### config.mk
export PLATFORM = sky130hd
export DESIGN_NAME = ahb_bridge_arbiter
export DESIGN_NICKNAME = d
export VERILOG_FILES = /design/src/rtl/ahb_bridge_arbiter.sv
export SDC_FILE = /design/constraint.sdc
export NUM_CORES = 1
export LEC_CHECK = 0
export ABC_AREA = 1
export CORE_MARGIN = 5
export CORE_UTILIZATION = 37
export CTS_CLUSTER_DIAMETER = 40
export DETAILED_ROUTE_END_ITERATION = 8
export GPL_TIMING_DRIVEN = 0
export PLACE_DENSITY = 0.76
export SKIP_LAST_GASP = 1
export SYNTH_ARGS = -nofsm -noshare
export SYNTH_HDL_FRONTEND = slang
export SYNTH_SLANG_ARGS = --single-unit
### constraint.sdc
create_clock -name Hclk -period 7.8 [get_ports Hclk]
set_input_delay 1.56 -clock Hclk [delete_from_list [all_inputs] [get_ports Hclk]]
set_output_delay 1.56 -clock Hclk [all_outputs]
set_load 0.01 [all_outputs]
### src/rtl/ahb_bridge_arbiter.sv
// ahb_bridge_arbiter: round-robin two-requester arbiter that sequences single
// non-pipelined AHB transfers into the bridge and returns status/read data.
module ahb_bridge_arbiter #(
    parameter int          TIMEOUT = 16,
    parameter logic [31:0] ADDR_LO = 32'h8000_0000,
    parameter logic [31:0] ADDR_HI = 32'h8C00_0000
) (
    input  logic        Hclk,
    input  logic        Hreset,
    input  logic        req0,
    input  logic [31:0] addr0,
    input  logic        write0,
    input  logic [31:0] wdata0,
    output logic        ack0,
    output logic        err0,
    output logic [31:0] rdata0,
    input  logic        req1,
    input  logic [31:0] addr1,
    input  logic        write1,
    input  logic [31:0] wdata1,
    output logic        ack1,
    output logic        err1,
    output logic [31:0] rdata1,
    output logic [1:0]  grant,
    output logic [31:0] Haddr,
    output logic        Hwrite,
    output logic [31:0] Hwdata,
    output logic [1:0]  Htrans,
    output logic        Hreadyin,
    input  logic        Hreadyout,
    input  logic [1:0]  Hresp,
    input  logic [31:0] Hrdata
);
    localparam int CW = $clog2(TIMEOUT);

    typedef enum logic [2:0] {IDLE, ADDR, DATA, DONE, REJ} state_t;

    state_t        state, state_n;
    logic          last, last_n, win, win_n, pick, sel_write, in_range, done, expired;
    logic          hwrite_n, hreadyin_n;
    logic [CW-1:0] cnt, cnt_n;
    logic [1:0]    grant_n, htrans_n, ack, ack_n, err, err_n;
    logic [31:0]   wd, wd_n, haddr_n, hwdata_n, rd0_n, rd1_n, sel_addr, sel_wdata;

    assign pick      = (req0 && req1) ? ~last : req1;
    assign sel_addr  = pick ? addr1 : addr0;
    assign sel_write = pick ? write1 : write0;
    assign sel_wdata = pick ? wdata1 : wdata0;
    assign in_range  = sel_addr >= ADDR_LO && sel_addr < ADDR_HI;
    // the bridge's ready in the first DATA cycle still belongs to the address phase
    assign done      = cnt != '0 && Hreadyout;
    assign expired   = cnt == CW'(TIMEOUT - 1);
    assign {ack1, ack0} = ack;
    assign {err1, err0} = err;

    always_comb begin
        state_n    = state;
        last_n     = last;
        win_n      = win;
        cnt_n      = '0;
        grant_n    = grant;
        haddr_n    = Haddr;
        hwrite_n   = Hwrite;
        hwdata_n   = Hwdata;
        wd_n       = wd;
        htrans_n   = 2'b00;
        hreadyin_n = 1'b0;
        ack_n      = 2'b00;
        err_n      = 2'b00;
        rd0_n      = rdata0;
        rd1_n      = rdata1;
        unique case (state)
            IDLE: begin
                if (req0 || req1) begin
                    win_n   = pick;
                    last_n  = pick;
                    grant_n = pick ? 2'b10 : 2'b01;
                    if (in_range) begin
                        state_n    = ADDR;
                        haddr_n    = sel_addr;
                        hwrite_n   = sel_write;
                        wd_n       = sel_wdata;
                        htrans_n   = 2'b10;
                        hreadyin_n = 1'b1;
                    end else begin
                        state_n     = REJ;
                        ack_n[pick] = 1'b1;
                        err_n[pick] = 1'b1;
                    end
                end
            end
            ADDR: begin
                state_n    = DATA;
                hreadyin_n = 1'b1;
                hwdata_n   = wd;
            end
            DATA: begin
                cnt_n      = cnt + CW'(1);
                hreadyin_n = 1'b1;
                if (done || expired) begin
                    state_n    = DONE;
                    cnt_n      = '0;
                    hreadyin_n = 1'b0;
                    grant_n    = 2'b00;
                    ack_n[win] = 1'b1;
                    err_n[win] = done ? |Hresp : 1'b1;
                    rd0_n      = (done && !Hwrite && !win) ? Hrdata : rdata0;
                    rd1_n      = (done && !Hwrite && win) ? Hrdata : rdata1;
                end
            end
            DONE, REJ: begin
                state_n = IDLE;
                grant_n = 2'b00;
            end
            default: state_n = IDLE;
        endcase
    end

    always_ff @(posedge Hclk or posedge Hreset) begin
        if (Hreset) begin
            state    <= IDLE;
            last     <= 1'b1;
            win      <= 1'b0;
            cnt      <= '0;
            grant    <= 2'b00;
            Haddr    <= '0;
            Hwrite   <= 1'b0;
            Hwdata   <= '0;
            wd       <= '0;
            Htrans   <= 2'b00;
            Hreadyin <= 1'b0;
            ack      <= 2'b00;
            err      <= 2'b00;
            rdata0   <= '0;
            rdata1   <= '0;
        end else begin
            state    <= state_n;
            last     <= last_n;
            win      <= win_n;
            cnt      <= cnt_n;
            grant    <= grant_n;
            Haddr    <= haddr_n;
            Hwrite   <= hwrite_n;
            Hwdata   <= hwdata_n;
            wd       <= wd_n;
            Htrans   <= htrans_n;
            Hreadyin <= hreadyin_n;
            ack      <= ack_n;
            err      <= err_n;
            rdata0   <= rd0_n;
            rdata1   <= rd1_n;
        end
    end

    // an owner must keep requesting until it sees its ack
    a_req_held: assert property (@(posedge Hclk) disable iff (Hreset)
        (state == ADDR || state == DATA) |-> (win ? req1 : req0));
    a_grant_onehot0: assert property (@(posedge Hclk) disable iff (Hreset) $onehot0(grant));
endmodule

# --- After elaboration in Yosys (flattened, before gate mapping) ---
# Cells that the tools add are included.
word_totals:
  word_cells: 86
  out_inout_bits: 138
  in_bits: 169
  reg_bits: 179
classes:
  n_bitwise: 2
  n_addsub: 1
  eq_ne: 7
  reduce_logical: 23
  n_lt_le_gt_ge: 6
  mux: 32
op_table:
  columns: ["op", "n"]
  rows:
  - ["$mux 32", 2]
  - ["$ge 32x32->1 const B", 1]
  - ["$lt 32x32->1 const B", 1]
  - ["$mux 2", 10]
  - ["$reduce_and 3->1", 4]
  - ["$mux 3", 3]
  - ["$pmux 3 s3", 1]
  - ["$logic_and 1x1->1", 8]
  - ["$mux 1", 8]
  - ["$mux 4", 2]
  - ["$pmux 2 s2", 2]
  - ["$eq 3x2->1 const B", 2]
  - ["$pmux 2 s3", 1]
  - ["$add 4x1->4 const B", 1]
  - ["$eq 4x4->1 const B", 1]
  - ["$lt 1x2->1 const B", 2]
  - ["$ne 2x2->1 const B", 2]
  - ["$reduce_and 2->1", 2]
  - ["$reduce_bool 4->1", 1]
  - ["$reduce_or 2->1", 2]
  - ["$eq 3x1->1 const B", 1]
  - ["$eq 3x3->1 const B", 1]
  - ["$logic_not 3->1", 1]
  - ["$pmux 1 s3", 1]
  - ["other kinds (7)", 11]

# --- Longest topological paths before layout ---
# Gate-level depths: netlist (run 1).
depth:
  depth_word: 9
  mapped_depth: 10

# --- Worst setup path before layout (run 1) ---
# Ideal clock, no wire load.
synth_path:
  kind: "input port to flip-flop"
  start: "input req0"
  end: "register Haddr[0]"
  stages: 10
  setup_slack_ns: 5.036
  n_path_buf: 3
  arrival_ns: 2.646
  required_time_ns: 7.682
  path_cell_list: "nand2_1 nand2_1 buf_2 nand2_1 nand2_1 nand2_1 buf_2 buf_2 nand4_1 nand2_1"
synth_via:
  elab_chain_cells: 6
synth_rtl:
  columns: ["item", "line_no", "source"]
  rows:
  - ["from (decl)", "10", "input logic req0,"]
  - ["$logic_and 1x1->1", "45", "assign pick = (req0 && req1) ? ~last : req1;"]
  - ["$mux 1", "45", null]
  - ["$mux 32", "46", "assign sel_addr = pick ? addr1 : addr0;"]
  - ["$ge 32x32->1 / $lt 32x32->1 (equally long branches)", "49", "assign in_range = sel_addr >= ADDR_LO && sel_addr < ADDR_HI;"]
  - ["$logic_and 1x1->1", "49", null]
  - ["$reduce_and 3->1 (no source line)", null, null]
  - ["to (signal assigned)", "142", "Haddr <= haddr_n;"]
  - ["to (decl)", "25", "output logic [31:0] Haddr,"]
# Several ways; a longest one is shown, not always the timed one.
# A chain may end at the register's enable or synchronous reset.

# --- Worst setup path after layout (run 1) ---
layout_path:
  start: "input req0"
  end: "register Hreadyin"
layout_via:
  elab_chain_cells: 8
layout_rtl:
  columns: ["item", "line_no", "source"]
  rows:
  - ["$logic_and 1x1->1", "45", null]
  - ["$mux 1", "45", null]
  - ["$mux 32", "46", null]
  - ["$ge 32x32->1 / $lt 32x32->1 (equally long branches)", "49", null]
  - ["$logic_and 1x1->1", "49", null]
  - ["$mux 1", "78", "if (in_range) begin"]
  - ["$mux 1 (*)", "74", "if (req0 || req1) begin"]
  - ["$pmux 1 s3 (*)", "72", "unique case (state)"]
  - ["via hreadyin_n", "40", "logic hwrite_n, hreadyin_n;"]
  - ["to (signal assigned)", "147", "Hreadyin <= hreadyin_n;"]
  - ["to (decl)", "29", "output logic Hreadyin,"]
# The timed path passes the listed nets; every way through them passes the cells marked *.

==> results of run 1 <==
-- path summary, 6_finish.rpt --
path / to / start / depth (start not counted)
setup / recovery: Hreadyin / req0 / 10
hold / removal: wd[14] / wd[14] / 2
setup reg to reg: Hreadyin / last / 9
hold reg to reg: wd[14] / wd[14] / 2
max in group asynchronous: Haddr[18] / Hreset / 3
min in group asynchronous: rdata0[6] / Hreset / 2
-- worst max-delay path, cell delays in order --
cell and delay (ps):
clkdlybuf4s50_1 480, nand2_1 130, nand2_1 240, buf_2 330, nand2_1 80, nand2_1 120
nand2_1 100, nand3_2 230, buf_2 310, nand3_1 110
-- per-layer routing --
layer,track usage,vias to the layer above,wire length [microns],part of all wire
li1,-,3620,-,-
met1,0.239,3359,10100,0.40
met2,0.334,306,11800,0.47
met3,0.0654,51,2340,0.094
met4,0.0799,0,787,0.032
met5,0,-,0,0
-- through the flow --
step / area [sq um] / power, mW
after floorplan: 8030 / 2.00
after global placement: 11400 / 2.74
after detailed placement: 11500 / 2.77
after CTS: 12100 / 3.66
after global routing: 12100 / 3.85
final: 12100 / 3.62
-- where the power goes --
group | leakage, nW | switching [mW] | total [mW] | internal (mW)
logic | 3.53 | 0.647 | 1.32 | 0.674
registers | 2.24 | 0.175 | 1.42 | 1.24
clock network | 0.277 | 0.394 | 0.879 | 0.484
-- kinds of logic after synthesis --
group | share of synthesized area
xor gates and xnor gates | 0.00218
muxes | 0.0449
and+or+nand+nor | 0.271
adders and majority gates | 0.00311
DFF | 0.555
buffers and inverters | 0.0645
other | 0.000467
AOI/OAI and AO/OA | 0.0589
-- state kept, by name, indices dropped and copies added (netlist names), 2 cells and up --
register  count
rdata1       32
state         3
rdata0       32
err           2
grant         2
Haddr        32
Hwdata       32
wd           32
ack           2
cnt           4
-- cell usage in the layout (no fill, tap or decap), drive strengths merged, types with 5 or more instances in the layout --
cell and n:
clkdlybuf4s50 305, buf 47, nand4 62, dfrtp 177, clkinvlp 5, clkbuf 32, nor2 15, nand2 431
o21ai 70, mux2 32, nand3 12, inv 63
-- cell type report --
cell class | count | area, sq um
tap | 280 | 350
buffer | 60 | 308
fill | 2028 | 9550
sequential | 178 | 4460
timing repair buffer | 306 | 3080
multi-input combinational | 636 | 3060
clock inverter | 14 | 169
clock buffer | 18 | 429
inverter | 56 | 218
==> impl_results.md, run 1 <==
- Initial antenna violation count: 0
- Global Route Usage Sum: 0.200
- Vias in the first global route: between 7,000 and 8,000
- Non-Filler Instances: 1,548
- Top-count cell post-synth: nand2_1
- Max Clock Freq: between 200 and 300 MHz
- Die area: 0.0248 sq mm
- Drt drc: 0
- Post-placement setup slack: approximately 4000 ps
- GP Congestion: around 0.9
- Vias per cell: approximately 4.7
- Syn Area/Cell: around 8.6 sq um
- Setup ws final: 4360 ps
- Post-Syn Area: about 0.008 sq mm
- Number of synthesized flops with an enable pin: 0
- RSZ-0062 raised after global routing: no
- Placeable core area: ~0.022 sq mm
- Count of pins over their slew limit: 0
- Fin Hold WS: between 400 and 500 ps
- Clk Latency, worst-skew pair: 420 ps
- Final core utilization: 0.558
- Number of synthesized register bits: 178
- # hold bufs at CTS: 0
- Top post-synthesis cells by area: dfrtp_1 55%, nand2_1 20%, nand4_1 4.8%
- Via count: ~7,300
- Initial DRC count: roughly 310
- Synth Warn #: 0
- Outcome: completed
- Largest net degree at the start of global routing: 122
- Synth cell count leaders: 431 x nand2_1, 177 x dfrtp_1, 62 x nand4_1, 53 x inv_1, 35 x o21ai_1
- Seq/Total Area, Yosys: 0.555
- Synthesized Nets: between 1,000 and 1,500
- CP Launch Type: input pin
- Number of post-CTS setup repair buffers: 0
- Max_cap viols: 0
- Placed Cells: 1,516
- Port bufs: between 300 and 400
- Drt wl/cell: ~16 microns
- Drt pass-1 iters: 4
- CTS Buf Count: 17
- Power per cell area: approximately 300 mW/mm^2
- Final Hold Vio Count: 0
- Setup Skew: 8.27 ps
- Post_cts resized: 0
- CP Capture Type: flip-flop
- # clock sinks: between 150 and 200
- GRT overflow: 0
- Crit path max fanout: 10
- First-pass GRT wire length: between 30,000 and 40,000 microns
- WS Path Type: input pin to flip-flop
- Layout cells sized above 1: 0.106
- Worst R2R Setup Slack: 5460 ps
- Initial cell density of the core: 0.372
- Tightest Pin Transition: 620 ps
- Leakage power: approximately 6 nW
- Mapped Cells: just over 900
- Hold WC Path Type: flip-flop to flip-flop
- CP required: between 8000 and 9000 ps
- Die Ht: 157 microns
- Die X: about 160 microns
- Synth area leader: dfrtp_1
- Synth-to-Final Area Change: 50.2%
- Total Wirelength: around 25,000 microns
- IR drop worst, VDD: 0.141 mV
- Yosys cell types: 29
- Final worst path period share: 0.440
- Final net count: between 1,000 and 1,500
- Clock Path Buffers: 2
- Fin crit period: 3440 ps
- Root Buffer: clkbuf_16
- Setup TNS Final: 0 ps
- Ports: about 310
- Hpwl dp: 19,200 microns
- DRT antenna net count: 0
- Rows: between 50 and 60
- CTS tree: done
- Top-area cell type share of the netlist area: 0.551
- Asr flop ratio synth: 1.00
- Ant. Diodes: 0
- Arr. time, crit path: between 3000 and 4000 ps
- Main flop type after synthesis: dfrtp_1
- H-Tree Depth: 4
- Headroom to the max-slew limit: 0.587
- Final Setup Violations: 0
- Worst-path clk slew: 70 ps
Power figures use the tool's default switching activity.
==> run 2, diff against run 1 <==
Clock period 7.8 ns to 3.3 ns, I/O delays scaled along.
==> run 2 against run 1 <==
Compared with the run above: clock skew rose by 3.4 ps; combinational power rose by 140%; routed wire length rose by 0.66%; largest cell class unchanged; cell count rose by 0.19%; sequential share of layout area fell by 0.13 points; critical path type unchanged; largest power group unchanged; via count rose by 0.52%; design area rose by 0.34%; flip-flop and latch count did not move.
==> impl_results.md, run 2 (same netlist as run 1, synthesis figures left out) <==
- H-Tree Depth: 4 (unchanged)
- Initial cell density of the core: 0.372 (unchanged)
- Placeable core area: 0.0216 sq mm (unchanged)
- Final net count: 1,429 (was 1,426)
- Leakage power: 6.07 nW (was 6.04 nW)
- CP required: 3580 ps (was 8070 ps)
- Synth-to-Final Area Change: 50.8% (was 50.2%)
- CTS Buf Count: 17 (unchanged)
- Tightest Pin Transition: 748 ps (was 620 ps)
- # clock sinks: 178 (unchanged)
- Arr. time, crit path: 2870 ps (was 3710 ps)
- Multi-input gate area: 0.00306 sq mm (unchanged)
- Vias per cell: 4.75 (was 4.74)
- Filler cell count: 1,966 (was 2,028)
- Rows: 54 (unchanged)
- Initial antenna violation count: 2 (was 0)
- Final instance area: 0.0121 sq mm (about the same)
- Final Setup Violations: 0 (unchanged)
- Largest net degree at the start of global routing: 42 (was 122)
- GRT overflow: 0 (unchanged)
- Clk Latency, worst-skew pair: 430 ps (was 420 ps)
- DRT antenna net count: 0 (unchanged)
- GP Congestion: 0.900 (was 0.898)
- Headroom to the max-slew limit: 0.500 (was 0.587)
- Clock Path Buffers: 2 (unchanged)
- Initial DRC count: 259 (was 312)
- Vias in the first global route: 7,443 (was 7,449)
- Drt drc: 0 (unchanged)
- Final Hold Vio Count: 0 (unchanged)
- WS Path Type: input pin to flip-flop (unchanged)
- Max Clock Freq: ~390 MHz
- Hold WC Path Type: flip-flop to flip-flop (unchanged)
- Port bufs: 305 (unchanged)
- DP Area: 0.0115 sq mm (about the same)
- Ant. Diodes: 0 (unchanged)
- Total Power: 8.54 mW (was 3.62 mW)
- Most frequent cells in the layout: 431 x nand2_1, 305 x clkdlybuf4s50_1, 177 x dfrtp_1 (unchanged)
- Placed Cells: 1,519 (was 1,516)
- Via count: 7,374 (was 7,336)
- Total Wirelength: 25,100 microns (was 25,000 microns)
- CP Launch Type: input pin (unchanged)
- Final worst path period share: 0.785
- Crit path max fanout: 10 (unchanged)
- Global Route Usage Sum: 0.198 (was 0.200)
- IR drop worst, VDD: 0.365 mV (was 0.141 mV)
- Drt pass-1 iters: 4 (unchanged)
- Die area: 0.0248 sq mm (unchanged)
- CTS tree: done (unchanged)
- Non-Filler Instances: 1,551 (was 1,548)
- # hold bufs at CTS: 0 (unchanged)
- Count of pins over their slew limit: 0 (unchanged)
- RSZ-0062 raised after global routing: no (unchanged)
- Worst-path clk slew: 70 ps (about the same)
- Die X: 157 microns (unchanged)
- Root Buffer: clkbuf_16 (unchanged)
- Worst R2R Setup Slack: 910 ps (was 5460 ps)
- Layout cells sized above 1: 0.108 (was 0.106)
- Most common cell after layout, fill and taps aside: nand2_1 (unchanged)
- Die Ht: 157 microns (unchanged)
- Fin crit period: roughly 2600 ps
- Post_cts resized: 0 (unchanged)
- FF/Latch Area: 0.00446 sq mm (unchanged)
- Power per cell area: 705 mW/mm^2 (was 300 mW/mm^2)
- First-pass GRT wire length: 38,400 microns (was 38,900 microns)
- CP Capture Type: flip-flop (unchanged)
- Max_cap viols: 0 (unchanged)
- Hpwl dp: 19,700 microns (was 19,200 microns)
- Ports: 307 (unchanged)
- Drt wl/cell: 16.2 microns (was 16.1 microns)
- Number of post-CTS setup repair buffers: 0 (unchanged)
- Outcome: completed (unchanged)
- Setup Skew: 11.7 ps (was 8.27 ps)
- Final core utilization: 0.560 (was 0.558)
run 2: changes by cell type in the layout (fill, tap and decap cells not counted):
| cell | change |
|---|---|
| clkinvlp_4 | -2 |
| buf_16 | -1 |
| buf_12 | +4 |
| inv_6 | +1 |
| clkinv_8 | +1 |
| clkinv_4 | +1 |
| bufinv_16 | -1 |
run 2: final timing paths:
kind                        start         to  cells after the start
setup / recovery             req0   Hreadyin                     10
hold / removal             wd[22]     wd[22]                      2
setup reg to reg             last   Hreadyin                      9
hold reg to reg            wd[22]     wd[22]                      2
max in group asynchronous  Hreset       last                      4
min in group asynchronous  Hreset  rdata0[1]                      2
run 2: layer usage:
metal | GRT usage | part of all wire | up-vias
met2 | 0.348 | 0.50 | 257
li1 | - | - | 3623
met1 | 0.234 | 0.39 | 3456
met5 | 0 | 0.0011 | -
met3 | 0.0616 | 0.089 | 34
met4 | 0.0569 | 0.018 | 4
run 2: final cells by class:
type                    instances  share of cell area
clock buffers                  18              0.0354
plain buffers                  60              0.0254
multi-input cells             636               0.253
well taps                     280              0.0289
clock inverters                14              0.0133
repair buffers                309               0.259
flip-flops and latches        178               0.368
inverters                      56              0.0177
run 2: through the flow:
step	TNS [ps]	worst slack, ps	hold WS [ps]
3_5_place_dp	0	231	455
6_report	0	711	467
4_1_cts	0	690	471
3_3_place_gp	-191470	-1100	450
2_1_floorplan	0	360	438
5_1_grt	0	534	488
run 2: power breakdown:
part           internal [mW]  total [mW]  switching [mW]  leakage, nW
Sequential              2.94        3.35           0.411         2.24
Clock                   1.08        2.05           0.963        0.284
Combinational           1.60        3.14            1.54         3.54
run 2: critical path: stages:
cell and delay [ps]:
clkdlybuf4s50_1 480, nand2_1 130, nand2_1 210, buf_2 350, nand2_1 150, nand2_1 140
nand2_1 100, nand3_2 230, buf_2 300, nand3_1 120
==> run 3, diff against run 2 <==
Settings changed: PLACE_DENSITY 0.76 to 0.79.
Clock period 3.3 ns to 2.36 ns, I/O delays scaled along.
==> run 3 against run 2 <==
Compared with the run above: global-route usage up 0.47 points; highest routed layer unchanged; register-to-register slack worse by 740 ps; design area up 0.51%; critical endpoint is now ack[0]; routed wire length down 0.67%; sequential power up 40%; core utilization up 0.28 points; largest power group unchanged; critical path depth down 3; flip-flop and latch count unchanged; hold slack better by 0.98 ps; sequential share of layout area down 0.19 points; clock skew down 0.72 ps.
==> impl_results.md, run 3 (same netlist as run 1, synthesis figures left out) <==
- Total Wirelength: 25,000 microns (was 25,100 microns)
- Global Route Usage Sum: 0.203 (was 0.198)
- CP Launch Type: input pin (unchanged)
- Ports: 307 (unchanged)
- Worst path cell trace: clkdlybuf4s50_1 -> nor2_1 -> nor2_1 -> buf_2 -> buf_1 -> nand3_1 -> nand2_1 (was clkdlybuf4s50_1 -> nand2_1 -> nand2_1 -> buf_2 -> nand2_1 -> nand2_1 -> nand2_1 -> nand3_2 -> buf_2 -> nand3_1)
- Worst path bufs/invs: 3 (unchanged)
- Slowest-stage cell, CP: clkdlybuf4s50_1 (unchanged)
- Via count: 7,428 (was 7,374)
- Hold WC Path Type: flip-flop to flip-flop (unchanged)
- Total Power: 12.0 mW (was 8.54 mW)
- Most frequent CP cell: nor2_1 (was nand2_1)
- CTS Buf Count: 17 (unchanged)
- DP Area: 0.0115 sq mm (about the same)
- Non-Filler Instances: 1,551 (unchanged)
- Ant. Diodes: 0 (unchanged)
- Crit path max fanout: 10 (unchanged)
- WS Path Type: input pin to flip-flop (unchanged)
- Placeable core area: 0.0216 sq mm (unchanged)
- IR drop worst, VDD: 0.369 mV (was 0.365 mV)
- Number of post-CTS setup repair buffers: 0 (unchanged)
- Count of pins over their slew limit: 0 (unchanged)
- Die X: 157 microns (unchanged)
- Most common cell after layout, fill and taps aside: nand2_1 (unchanged)
- Critical Path Max Stage Delay: 620 ps (was 480 ps)
- Initial antenna violation count: 1 (was 2)
- Post-placement setup slack: -466 ps (was 231 ps)
- Setup ws final: 147 ps (was 711 ps)
- Worst-path clk slew: 70 ps (about the same)
- First-pass GRT wire length: 39,300 microns (was 38,400 microns)
- Port bufs: 305 (unchanged)
- CP top delay family: buffers and inverters (unchanged)
- Setup Skew: 11.0 ps (was 11.7 ps)
- H-Tree Depth: 4 (unchanged)
- Die Ht: 157 microns (unchanged)
- Fin Hold WS: 468 ps (was 467 ps)
- CP Capture Type: flip-flop (unchanged)
- Final net count: 1,429 (unchanged)
- Placed Cells: 1,520 (was 1,519)
- Arr. time, crit path: 2570 ps (was 2870 ps)
- Setup TNS Final: 0 ps (unchanged)
- CTS tree: done (unchanged)
- Max Clock Freq: about 450 MHz
- Tightest Pin Transition: 632 ps (was 748 ps)
- Synth-to-Final Area Change: 51.5% (was 50.8%)
- Initial DRC count: 368 (was 259)
- Clock Path Buffers: 2 (unchanged)
- RSZ-0062 raised after global routing: yes (was no)
- Root Buffer: clkbuf_16 (unchanged)
- Layout cells sized above 1: 0.109 (was 0.108)
- Final Setup Violations: 0 (unchanged)
- GP Congestion: 0.869 (was 0.900)
- Drt drc: 0 (unchanged)
- DRT antenna net count: 0 (unchanged)
- Most frequent cells in the layout: 430 x nand2_1, 305 x clkdlybuf4s50_1, 177 x dfrtp_1 (was 431 x nand2_1, 305 x clkdlybuf4s50_1, 177 x dfrtp_1)
- Fin crit period: 2210 ps
- Die area: 0.0248 sq mm (unchanged)
- Drt wl/cell: 16.1 microns (was 16.2 microns)
- Largest net degree at the start of global routing: 36 (was 42)
- Clk Latency, worst-skew pair: 430 ps (about the same)
- Vias in the first global route: 7,483 (was 7,443)
- Drt pass-1 iters: 5 (was 4)
- # clock sinks: 178 (unchanged)
- Outcome: completed (unchanged)
- Max_cap viols: 0 (unchanged)
- Headroom to the max-slew limit: 0.578 (was 0.500)
- Final core utilization: 0.563 (was 0.560)
- Leakage power: 6.10 nW (was 6.07 nW)
- GRT overflow: 0 (unchanged)
- Rows: 54 (unchanged)
- Power per cell area: 986 mW/mm^2 (was 705 mW/mm^2)
- Vias per cell: 4.79 (was 4.75)
- Final worst path period share: 0.938
- # hold bufs at CTS: 0 (unchanged)
- Final instance area: 0.0122 sq mm (was 0.0121 sq mm)
- Hpwl dp: 19,800 microns (was 19,700 microns)
- Final Hold Vio Count: 0 (unchanged)
- CP required: 2710 ps (was 3580 ps)
- Initial cell density of the core: 0.372 (unchanged)
-- run 3: final timing paths --
path	startpoint	end	slack, ps	cells after the start
setup / recovery	req1	ack[0]	150	7
setup reg to reg	state[2]	ack[0]	170	9
hold reg to reg	wd[23]	wd[23]	470	2
min in group asynchronous	Hreset	rdata1[19]	480	2
hold / removal	wd[23]	wd[23]	470	2
max in group asynchronous	Hreset	Hwdata[27]	1070	4
-- run 3: cell type report --
type                       count  area [sq um]
clock inverter                13           168
inverter                      56           214
multi-input combinational    636          3070
tap                          280           350
fill                        1958          9450
buffer                        59           319
timing repair buffer         310          3150
sequential                   178          4460
clock buffer                  19           443
-- run 3: per-layer routing --
| layer | vias to the layer above | routed length [microns] | track usage |
|---|---|---|---|
| met4 | 2 | 482 | 0.0565 |
| met2 | 269 | 12000 | 0.345 |
| met3 | 33 | 2400 | 0.0698 |
| met5 | - | 11 | 0 |
| met1 | 3504 | 10000 | 0.246 |
| li1 | 3620 | - | - |
-- run 3: power breakdown --
part           internal (mW)  switching [mW]
clock                   1.63            1.28
sequential              4.11           0.595
combinational           2.25            2.14
total                   7.99            4.02
-- run 3: repair_timing --
item | CTS | global route
gates resized for setup | 1 | 8
pin swaps | 0 | 0
setup endpoints to repair | 1 | 46
-- run 3: worst reg2reg max path, delay by kind of cell, from the launching register on --
kind,cells,cell delay [ps]
buffers and inverters,4,970
AND/OR/NAND/NOR,5,760
flip-flops,1,400
